File: src/rtl/calc_seq.sv
`default_nettype none
// +-----------------------------------------------------------------------------+
// | calc_seq : keypad-driven decimal calculator sequencer (add/sub/serial mul)  |
// | rev 1.0                                                                     |
// +-----------------------------------------------------------------------------+
module calc_seq #(
  parameter int DIGITS = 4,
  parameter int WIDTH  = 16
) (
  input  logic             clk,
  input  logic             reset,
  input  logic             key_valid,
  input  logic             key_type,
  input  logic [3:0]       key_code,
  output logic             key_ready,
  output logic [WIDTH-1:0] op_a,
  output logic [WIDTH-1:0] op_b,
  output logic [WIDTH-1:0] res,
  output logic             sign,
  output logic             ovf,
  output logic             busy,
  output logic [1:0]       disp_sel
);

  function automatic longint unsigned pow10(input int n);
    longint unsigned v;
    v = 64'd1;
    for (int i = 0; i < n; i++) v = v * 64'd10;
    return v;
  endfunction

  localparam longint unsigned MAXV = pow10(DIGITS) - 64'd1;
  localparam logic [2*WIDTH-1:0] MAXV_W = (2*WIDTH)'(MAXV);
  localparam int CW  = $clog2(DIGITS + 1);
  localparam int MCW = $clog2(WIDTH);

  generate
    if (WIDTH < $clog2(MAXV + 1)) begin : g_width_check
      $error("calc_seq: WIDTH too small to hold DIGITS decimal digits");
    end
  endgenerate

  localparam logic [2:0] S_A   = 3'd0;
  localparam logic [2:0] S_OP  = 3'd1;
  localparam logic [2:0] S_B   = 3'd2;
  localparam logic [2:0] S_MUL = 3'd3;
  localparam logic [2:0] S_RES = 3'd4;
  localparam logic [2:0] S_ERR = 3'd5;

  localparam logic [1:0] OP_ADD = 2'd0;
  localparam logic [1:0] OP_SUB = 2'd1;
  localparam logic [1:0] OP_MUL = 2'd2;

  localparam logic [3:0] K_ADD = 4'b1010;
  localparam logic [3:0] K_SUB = 4'b1011;
  localparam logic [3:0] K_EQ  = 4'b1100;
  localparam logic [3:0] K_MUL = 4'b1101;
  localparam logic [3:0] K_BS  = 4'b1110;
  localparam logic [3:0] K_CLR = 4'b1111;

  localparam logic [MCW-1:0] MUL_LAST = MCW'(WIDTH - 1);

  logic [2:0]         state;
  logic [CW-1:0]      cnt;
  logic [1:0]         op;
  logic [1:0]         chain_op;
  logic               chain;
  logic [2*WIDTH-1:0] acc;
  logic [2*WIDTH-1:0] mcand;
  logic [WIDTH-1:0]   mplier;
  logic [MCW-1:0]     mcnt;

  logic               accept;
  logic               is_clear;
  logic               is_digit;
  logic               is_oper;
  logic               is_eq;
  logic               is_bs;
  logic [1:0]         new_op;
  logic [WIDTH-1:0]   cur;
  logic [WIDTH-1:0]   cur_app;
  logic [WIDTH-1:0]   cur_bs;
  logic [WIDTH-1:0]   diff;
  logic               b_gt;
  logic [2*WIDTH-1:0] sum;
  logic [2*WIDTH-1:0] as_val;
  logic               as_neg;
  logic               as_ovf;
  logic [2*WIDTH-1:0] acc_next;
  logic               mul_ovf;
  logic               cnt_full;

  assign key_ready = (state != S_MUL);
  assign busy      = (state == S_MUL);

  // Clear bypasses key_ready so it can abort a multiply in flight.
  assign is_clear = key_type & (key_code == K_CLR);
  assign accept   = key_valid & (key_ready | is_clear);
  assign is_digit = accept & ~key_type & (key_code <= 4'd9);
  assign is_oper  = accept & key_type &
                    ((key_code == K_ADD) | (key_code == K_SUB) | (key_code == K_MUL));
  assign is_eq    = accept & key_type & (key_code == K_EQ);
  assign is_bs    = accept & key_type & (key_code == K_BS);

  always_comb begin
    new_op = OP_ADD;
    case (key_code)
      K_SUB:   new_op = OP_SUB;
      K_MUL:   new_op = OP_MUL;
      default: new_op = OP_ADD;
    endcase
  end

  assign cur      = (state == S_B) ? op_b : op_a;
  assign cur_app  = cur * WIDTH'(10) + WIDTH'(key_code);
  assign cur_bs   = cur / WIDTH'(10);
  assign cnt_full = (cnt >= CW'(DIGITS));

  assign b_gt   = (op_b > op_a);
  assign diff   = b_gt ? (op_b - op_a) : (op_a - op_b);
  assign sum    = {{WIDTH{1'b0}}, op_a} + {{WIDTH{1'b0}}, op_b};
  assign as_val = (op == OP_SUB) ? {{WIDTH{1'b0}}, diff} : sum;
  assign as_neg = (op == OP_SUB) & b_gt;
  assign as_ovf = (as_val > MAXV_W);

  assign acc_next = acc + (mplier[0] ? mcand : '0);
  assign mul_ovf  = (acc_next > MAXV_W);

  always_comb begin
    disp_sel = 2'd0;
    case (state)
      S_B, S_MUL: disp_sel = 2'd1;
      S_RES:      disp_sel = 2'd2;
      S_ERR:      disp_sel = 2'd3;
      default:    disp_sel = 2'd0;
    endcase
  end

  always_ff @(posedge clk or negedge reset) begin
    if (!reset) begin
      state    <= S_A;
      op_a     <= '0;
      op_b     <= '0;
      res      <= '0;
      sign     <= 1'b0;
      ovf      <= 1'b0;
      cnt      <= '0;
      op       <= OP_ADD;
      chain    <= 1'b0;
      chain_op <= OP_ADD;
      acc      <= '0;
      mcand    <= '0;
      mplier   <= '0;
      mcnt     <= '0;
    end else if (accept && is_clear) begin
      state    <= S_A;
      op_a     <= '0;
      op_b     <= '0;
      res      <= '0;
      sign     <= 1'b0;
      ovf      <= 1'b0;
      cnt      <= '0;
      op       <= OP_ADD;
      chain    <= 1'b0;
      chain_op <= OP_ADD;
      acc      <= '0;
      mcand    <= '0;
      mplier   <= '0;
      mcnt     <= '0;
    end else begin
      case (state)
        S_A: begin
          if (is_digit && !cnt_full) begin
            op_a <= cur_app;
            cnt  <= cnt + CW'(1);
          end else if (is_bs) begin
            op_a <= cur_bs;
            if (cnt != '0) cnt <= cnt - CW'(1);
          end else if (is_oper) begin
            op    <= new_op;
            op_b  <= '0;
            state <= S_OP;
          end
        end
        S_OP: begin
          if (is_digit) begin
            op_b  <= WIDTH'(key_code);
            cnt   <= CW'(1);
            state <= S_B;
          end else if (is_oper) begin
            op <= new_op;
          end
        end
        S_B: begin
          if (is_digit && !cnt_full) begin
            op_b <= cur_app;
            cnt  <= cnt + CW'(1);
          end else if (is_bs) begin
            op_b <= cur_bs;
            if (cnt != '0) cnt <= cnt - CW'(1);
          end else if (is_eq || is_oper) begin
            if (op == OP_MUL) begin
              state    <= S_MUL;
              acc      <= '0;
              mcand    <= {{WIDTH{1'b0}}, op_a};
              mplier   <= op_b;
              mcnt     <= '0;
              chain    <= is_oper;
              chain_op <= new_op;
            end else if (as_ovf) begin
              res   <= '0;
              sign  <= 1'b0;
              ovf   <= 1'b1;
              state <= S_ERR;
            end else begin
              res  <= as_val[WIDTH-1:0];
              sign <= as_neg;
              if (!is_oper) begin
                state <= S_RES;
              end else if (as_neg) begin
                state <= S_ERR;
              end else begin
                op_a  <= as_val[WIDTH-1:0];
                op_b  <= '0;
                op    <= new_op;
                state <= S_OP;
              end
            end
          end
        end
        S_MUL: begin
          // One multiplier bit per cycle; the final step resolves straight from acc_next.
          acc    <= acc_next;
          mcand  <= mcand << 1;
          mplier <= mplier >> 1;
          mcnt   <= mcnt + MCW'(1);
          if (mcnt == MUL_LAST) begin
            sign <= 1'b0;
            if (mul_ovf) begin
              res   <= '0;
              ovf   <= 1'b1;
              state <= S_ERR;
            end else begin
              res <= acc_next[WIDTH-1:0];
              if (chain) begin
                op_a  <= acc_next[WIDTH-1:0];
                op_b  <= '0;
                op    <= chain_op;
                state <= S_OP;
              end else begin
                state <= S_RES;
              end
            end
          end
        end
        S_RES: begin
          if (is_oper) begin
            if (sign) begin
              state <= S_ERR;
            end else begin
              op_a  <= res;
              op_b  <= '0;
              op    <= new_op;
              state <= S_OP;
            end
          end else if (is_digit) begin
            op_a  <= WIDTH'(key_code);
            op_b  <= '0;
            res   <= '0;
            sign  <= 1'b0;
            ovf   <= 1'b0;
            cnt   <= CW'(1);
            state <= S_A;
          end
        end
        default: begin
          state <= state;
        end
      endcase
    end
  end

endmodule
`default_nettype wire

File: config.mk
export PLATFORM = sky130hd
export DESIGN_NAME = calc_seq
export DESIGN_NICKNAME = d
export VERILOG_FILES = /design/src/rtl/calc_seq.sv
export SDC_FILE = /design/constraint.sdc
export NUM_CORES = 1
export LEC_CHECK = 0
export ABC_CLOCK_PERIOD_IN_PS = 6200
export CAP_MARGIN = 10
export CORE_ASPECT_RATIO = 0.5
export CORE_MARGIN = 3
export CORE_UTILIZATION = 63
export CTS_BUF_LIST = sky130_fd_sc_hd__clkbuf_8 sky130_fd_sc_hd__clkbuf_16
export DETAILED_ROUTE_END_ITERATION = 10
export PLACE_DENSITY_LB_ADDON = 0.2
export SLEW_MARGIN = 20
export SYNTH_ARGS = -nofsm -noshare
export SYNTH_HDL_FRONTEND = slang
export SYNTH_SLANG_ARGS = --single-unit
File: constraint.sdc
create_clock -name clk -period 6.2 [get_ports clk]
set_input_delay 0.62 -clock clk [delete_from_list [all_inputs] [get_ports clk]]
set_output_delay 0.62 -clock clk [all_outputs]
set_load 0.005 [all_outputs]
; Word level (Yosys, flattened, before mapping)
; Cells that the tools add are included.
[totals]
n_memories = 0
latchBits = 0
ram_bits = 0
wordCells = 266
out_inout_bits = 54
romBits = 0
reg_bits = 145
input_bits = 8
[classes]
mux = 150
n_mul = 1
n_shift = 0
div_mod_pow = 1
add_sub_neg = 8
n_reduce_logical = 25
magnitude_cmp = 5
bitwise = 13
eq_ne = 49
[op_table]
columns = cell, n
row1 = $mux 16, 49
row2 = $mux 32, 11
row3 = $pmux 32 s2, 2
row4 = $pmux 16 s5, 1
row5 = $mux 3, 24
row6 = $pmux 16 s4, 1
row7 = $pmux 16 s3, 1
row8 = $mux 2, 23
row9 = $ne 3x3->1 const B, 11
row10 = $add 32x32->32, 1
row11 = $gt 32x14->1 const B, 1
row12 = $pmux 16 s2, 1
row13 = $sub 16x16->16, 2
row14 = $eq 4x4->1 const B, 7
row15 = $ne 3x2->1 const B, 8
row16 = $mux 1, 23
row17 = $mux 4, 5
row18 = $reduce_and 10->1, 2
row19 = $add 16x16->17, 1
row20 = $gt 17x14->1 const B, 1
row21 = $mux 17, 1
row22 = $add 16x4->16, 1
row23 = $div 16x4->16 const B, 1
row24 = $gt 16x16->1, 1
row25 = 45 further kinds, 73

; Longest topological paths before layout
[logic_depth]
depth_word = 14
depth_mapped = 30

; Least setup slack after synthesis
; No wires, ideal clock.
[synth_timing]
path_type = reg2reg
from = reg mplier[0]
to = reg op_b[0]
n_path_buf = 2
slack_ns = 0.571
arrival_time_ns = 5.543
required_time_ns = 6.113
stages_incl_launch_ff = 24
setup_time_ns = 0.087
synth_period_minus_slack_ns = 5.629
path_cell_list = dfrtp_1 -> clkbuf_1 -> and2_1 -> ha_1 -> fa_1 -> a21o_1 -> a21oi_2 -> o21bai_1 -> a21oi_1 -> o21ba_2 -> o21ai_1 -> a311oi_1 -> nor2_1 -> a221oi_1 -> a211oi_1 -> nor4_1 -> a311oi_1 -> or4b_1 -> or4_1 -> clkbuf_1 -> o21a_1 -> a2111o_1 -> or4b_1 -> o211ai_1
[synth_via]
elab_chain_len = 5
[synth_rtl]
columns = item, line
row1 = start: declaration, 70  ; logic [WIDTH-1:0] mplier;
row2 = start signal: assignment, 206  ; mplier <= op_b;
row3 = start signal: assignment, 235  ; mplier <= mplier >> 1;
row4 = $mux 32, 126  ; assign acc_next = acc + (mplier[0] ? mcand : '0);
row5 = $add 32x32->32, 126
row6 = $gt 32x14->1, 127  ; assign mul_ovf = (acc_next > MAXV_W);
row7 = $ne 3x2->1 (no line), n/a
row8 = $reduce_and 15->1 (no line), n/a
row9 = end signal: assignment, 187  ; op_b <= WIDTH'(key_code);
row10 = end signal: assignment, 196  ; op_b <= cur_app;
row11 = end signal: assignment, 199  ; op_b <= cur_bs;
row12 = end: declaration, 17  ; output logic [WIDTH-1:0] op_b,
; No other way between the ends.
; A chain may end at the register's enable or synchronous reset.

; Worst setup path after layout
[layout_timing]
from = reg mcand[0]
to = reg op_b[0]
[layout_via]
elab_chain_len = 5
[layout_rtl]
columns = item, line
row1 = start: declaration, 69  ; logic [2*WIDTH-1:0] mcand;
row2 = start signal: assignment, 205  ; mcand <= {{WIDTH{1'b0}}, op_a};
row3 = start signal: assignment, 234  ; mcand <= mcand << 1;
row4 = $mux 32, 126
row5 = $add 32x32->32, 126
row6 = $gt 32x14->1, 127
row7 = $ne 3x2->1 (no line), n/a
row8 = $reduce_and 15->1 (no line), n/a
; No other way between the ends.

==> results.md <==
* Root Driver: clkbuf_16
* CTS buffer count at 17
* Die height at approximately 110 um
* Min-delay worst type: input port to asynchronous set/reset pin
* Tot GR Track Use at 41.6%
* Via count at 15200
* DRC viols at 0
* Placed cell count at between 2000 and 2500
* Longest Clk Path Bufs at 2
* Max-Cap Viols at 0
* DRT Pass-1 Iters at 7
* Hold WS at 222 ps
* Vias in the first global route at around 15000
* # IOs at 62
* Commonest non-fill, non-tap cell in the layout: nand2_1
* Slew margin rel. at around a third
* Critical path arrival at about 6600 ps
* Synth Warn # at 0
* Final hold viol count at 0
* Initial DRC Count at 2271
* Post-DR vias/cell at roughly 7.2
* Layout Skew at approximately 13 ps
* Failing checks: setup timing
* Syn nets at 1895
* Layout cell share with drive strength beyond 1 at about a tenth
* CTS tree: done
* Area grow syn2layout at 12.8%
* Initial antenna violation count at 0
* Commonest non-fill, non-tap cells in the layout: nand2_1 (189), dfrtp_1 (145), a21oi_1 (143)
* Async set or reset register ratio after synthesis at 100%
* Die Area at about 24000 um2
* CTS clk-pin slew, worst paths at 70 ps
* Core Footprint at 21200 um2
* Critical Path Fanout Max at 5
* Fin cells at ~2100
* Part of the cycle the worst path needs at 101%
* Fin nets at 1941
* Std-Cell Rows at 37
* Layout fillers at between 1500 and 2000
* Die W at 217 um
* H-Tree Level Count at 4
* Final Setup Violations at 2
* Syn Area/Cell at 7.92 um2
* Clk sinks at 145
* Initial Util at 66.3%
* Antenna diode count at 0
* Worst slew pin tran at 990 ps
* Post-Syn Area at 14100 um2
* Hold buffers post-CTS at 0
* Wire per inst at roughly 25 um
* CP startpoint kind: register
* Largest net degree at the start of global routing at 85
* Design Area, Final at between 15000 and 20000 um2
* Prevailing post-synth register cell: dfrtp_1
* Crit path kind: register to register
* Post-DP HPWL at 36.6 mm
* Post-synth EDFFs at 0
* Sequential share of the synthesized area at 25.8%
* Placed Area at 15200 um2
* Outcome: complete, but fails checks
* Post-synthesis cell type count at 99
* Register bit total from synthesis at 145
* WP data required at around 6600 ps
* Post-Route WL at 52.1 mm
* Worst-skew pair later-pin latency at 450 ps
* Final global-route overflow total at 0
* Cells after Synth at 1775
* Post-DRT Antenna Nets at 0
* Final Max Slew Viols at 0
* Final worst path period need at 6250 ps
* Fmax at 160 MHz
* Gpl congestion at 1.06
* First-pass GRT wire length at roughly 80 mm
* Number of buffers added on ports at 61
* RSZ-0062 raised after global routing: true
* Final Worst Setup Slack at -54.6 ps
* Worst setup EP type: register
==> area by class of cell <==
cell class | count | area (um2) | area share [%]
inverters | 99 | 375 | 2.37
repair buffers | 136 | 1200 | 7.57
multi-input cells | 1422 | 9710 | 61.2
clock inverters | 15 | 151 | 0.955
flip-flops and latches | 145 | 3630 | 22.9
well taps | 292 | 365 | 2.30
clock buffers | 17 | 425 | 2.68
==> metal layers <==
metal / up-vias / share of wire (%) / track usage (%)
met5: - / 0.13 / 0
met4: 2 / 3.8 / 15.3
li1: 6599 / - / -
met1: 7289 / 40 / 54.3
met2: 1111 / 42 / 62.4
met3: 215 / 14 / 16.8
==> worst max-delay path: stages, from the launching register on <==
cell and delay, ps:
dfrtp_1 390, and2_1 160, ha_1 200, fa_1 410, a21o_1 190, a21oi_2 240, o21bai_1 100, a21oi_1 260
o21ba_2 220, o21a_1 170, o21bai_1 140, a211oi_1 400, nor2_1 160, nor4_2 280, nand4_1 190, nor4_2 310
or4b_1 510, or4_4 500, o21a_1 270, a2111o_1 430, or4b_1 500, o211ai_1 110
==> path summary, 6_finish.rpt <==
| kind | startpoint | end | slack [ps] | cells past startpoint |
|---|---|---|---|---|
| hold / removal | reset | mcnt[0] | 220 | 1 |
| setup / recovery | mcand[0] | op_b[0] | -50 | 21 |
| setup reg to reg | mcand[0] | op_b[0] | -50 | 21 |
| max in group asynchronous | reset | op_a[10] | 4640 | 2 |
| hold reg to reg | mplier[15] | mplier[15] | 480 | 2 |
| min in group clk | mplier[15] | mplier[15] | 480 | 2 |
==> state kept, by name (all words and copies together), names as in the netlist <==
signal and count:
chain_op 2, mcnt 4, mplier 16, state 3, res 16, chain 1, op_b 16, mcand 32
acc 32, cnt 3, op_a 16, ovf 1, sign 1, op 2
==> metrics by stage <==
step	utilization (%)	TNS [ps]	worst slack, ps
2_1_floorplan	-	0	571
3_3_place_gp	71.5	0	330
3_5_place_dp	71.5	0	60.7
4_1_cts	74.3	0	45.0
5_1_grt	74.8	-9060	-464
6_report	74.8	-68.0	-54.6
==> Yosys cell counts, types with 6 or more instances <==
cell type	number	area [um2]
nand2_1	190	713
a21oi_1	145	726
dfrtp_1	145	3630
nor2_1	134	503
o21ai_0	132	661
ha_1	105	1310
inv_1	95	357
clkbuf_1	85	319
a22o_1	60	526
xnor2_1	53	464
a21o_1	45	338
o31ai_1	43	323
and2_1	40	250
nand3_1	35	175
nor3_1	32	160
o211ai_1	27	203
a211oi_1	24	180
o21bai_1	22	165
xor2_1	19	166
a31oi_1	18	113
mux2i_1	16	160
nor2b_1	16	100
o21a_1	16	120
nand2b_1	14	87.6
buf_2	13	65.1
a221oi_1	12	105
and3_1	12	75.1
nand4_1	11	68.8
o21ai_1	9	45.0
or3_1	9	56.3
a211o_1	8	70.1
nor4_1	8	50.1
o22ai_1	8	50.1
buf_1	7	26.3
fa_1	7	140
o221ai_1	7	61.3
o41ai_1	7	61.3
a21boi_0	6	45.0
mux2_2	6	67.6
o311ai_0	6	52.6
==> kinds of logic after synthesis <==
kind of cell	after synthesis	synth area share, %
simple gates	534	17.9
flops	145	25.8
xor+xnor	72	4.49
buf+inv	208	5.86
compound gates	676	33.4
fa+ha+maj	113	10.4
mux	27	2.14
==> what timing repair did <==
action,CTS,global route
endpoints found under the setup margin,2,41
pin swaps,0,5
resized for setup,3,20
buffers inserted,0,2
Power is not shown: default switching activity piles up to over one toggle a cycle in this logic, so the estimate is an artifact.
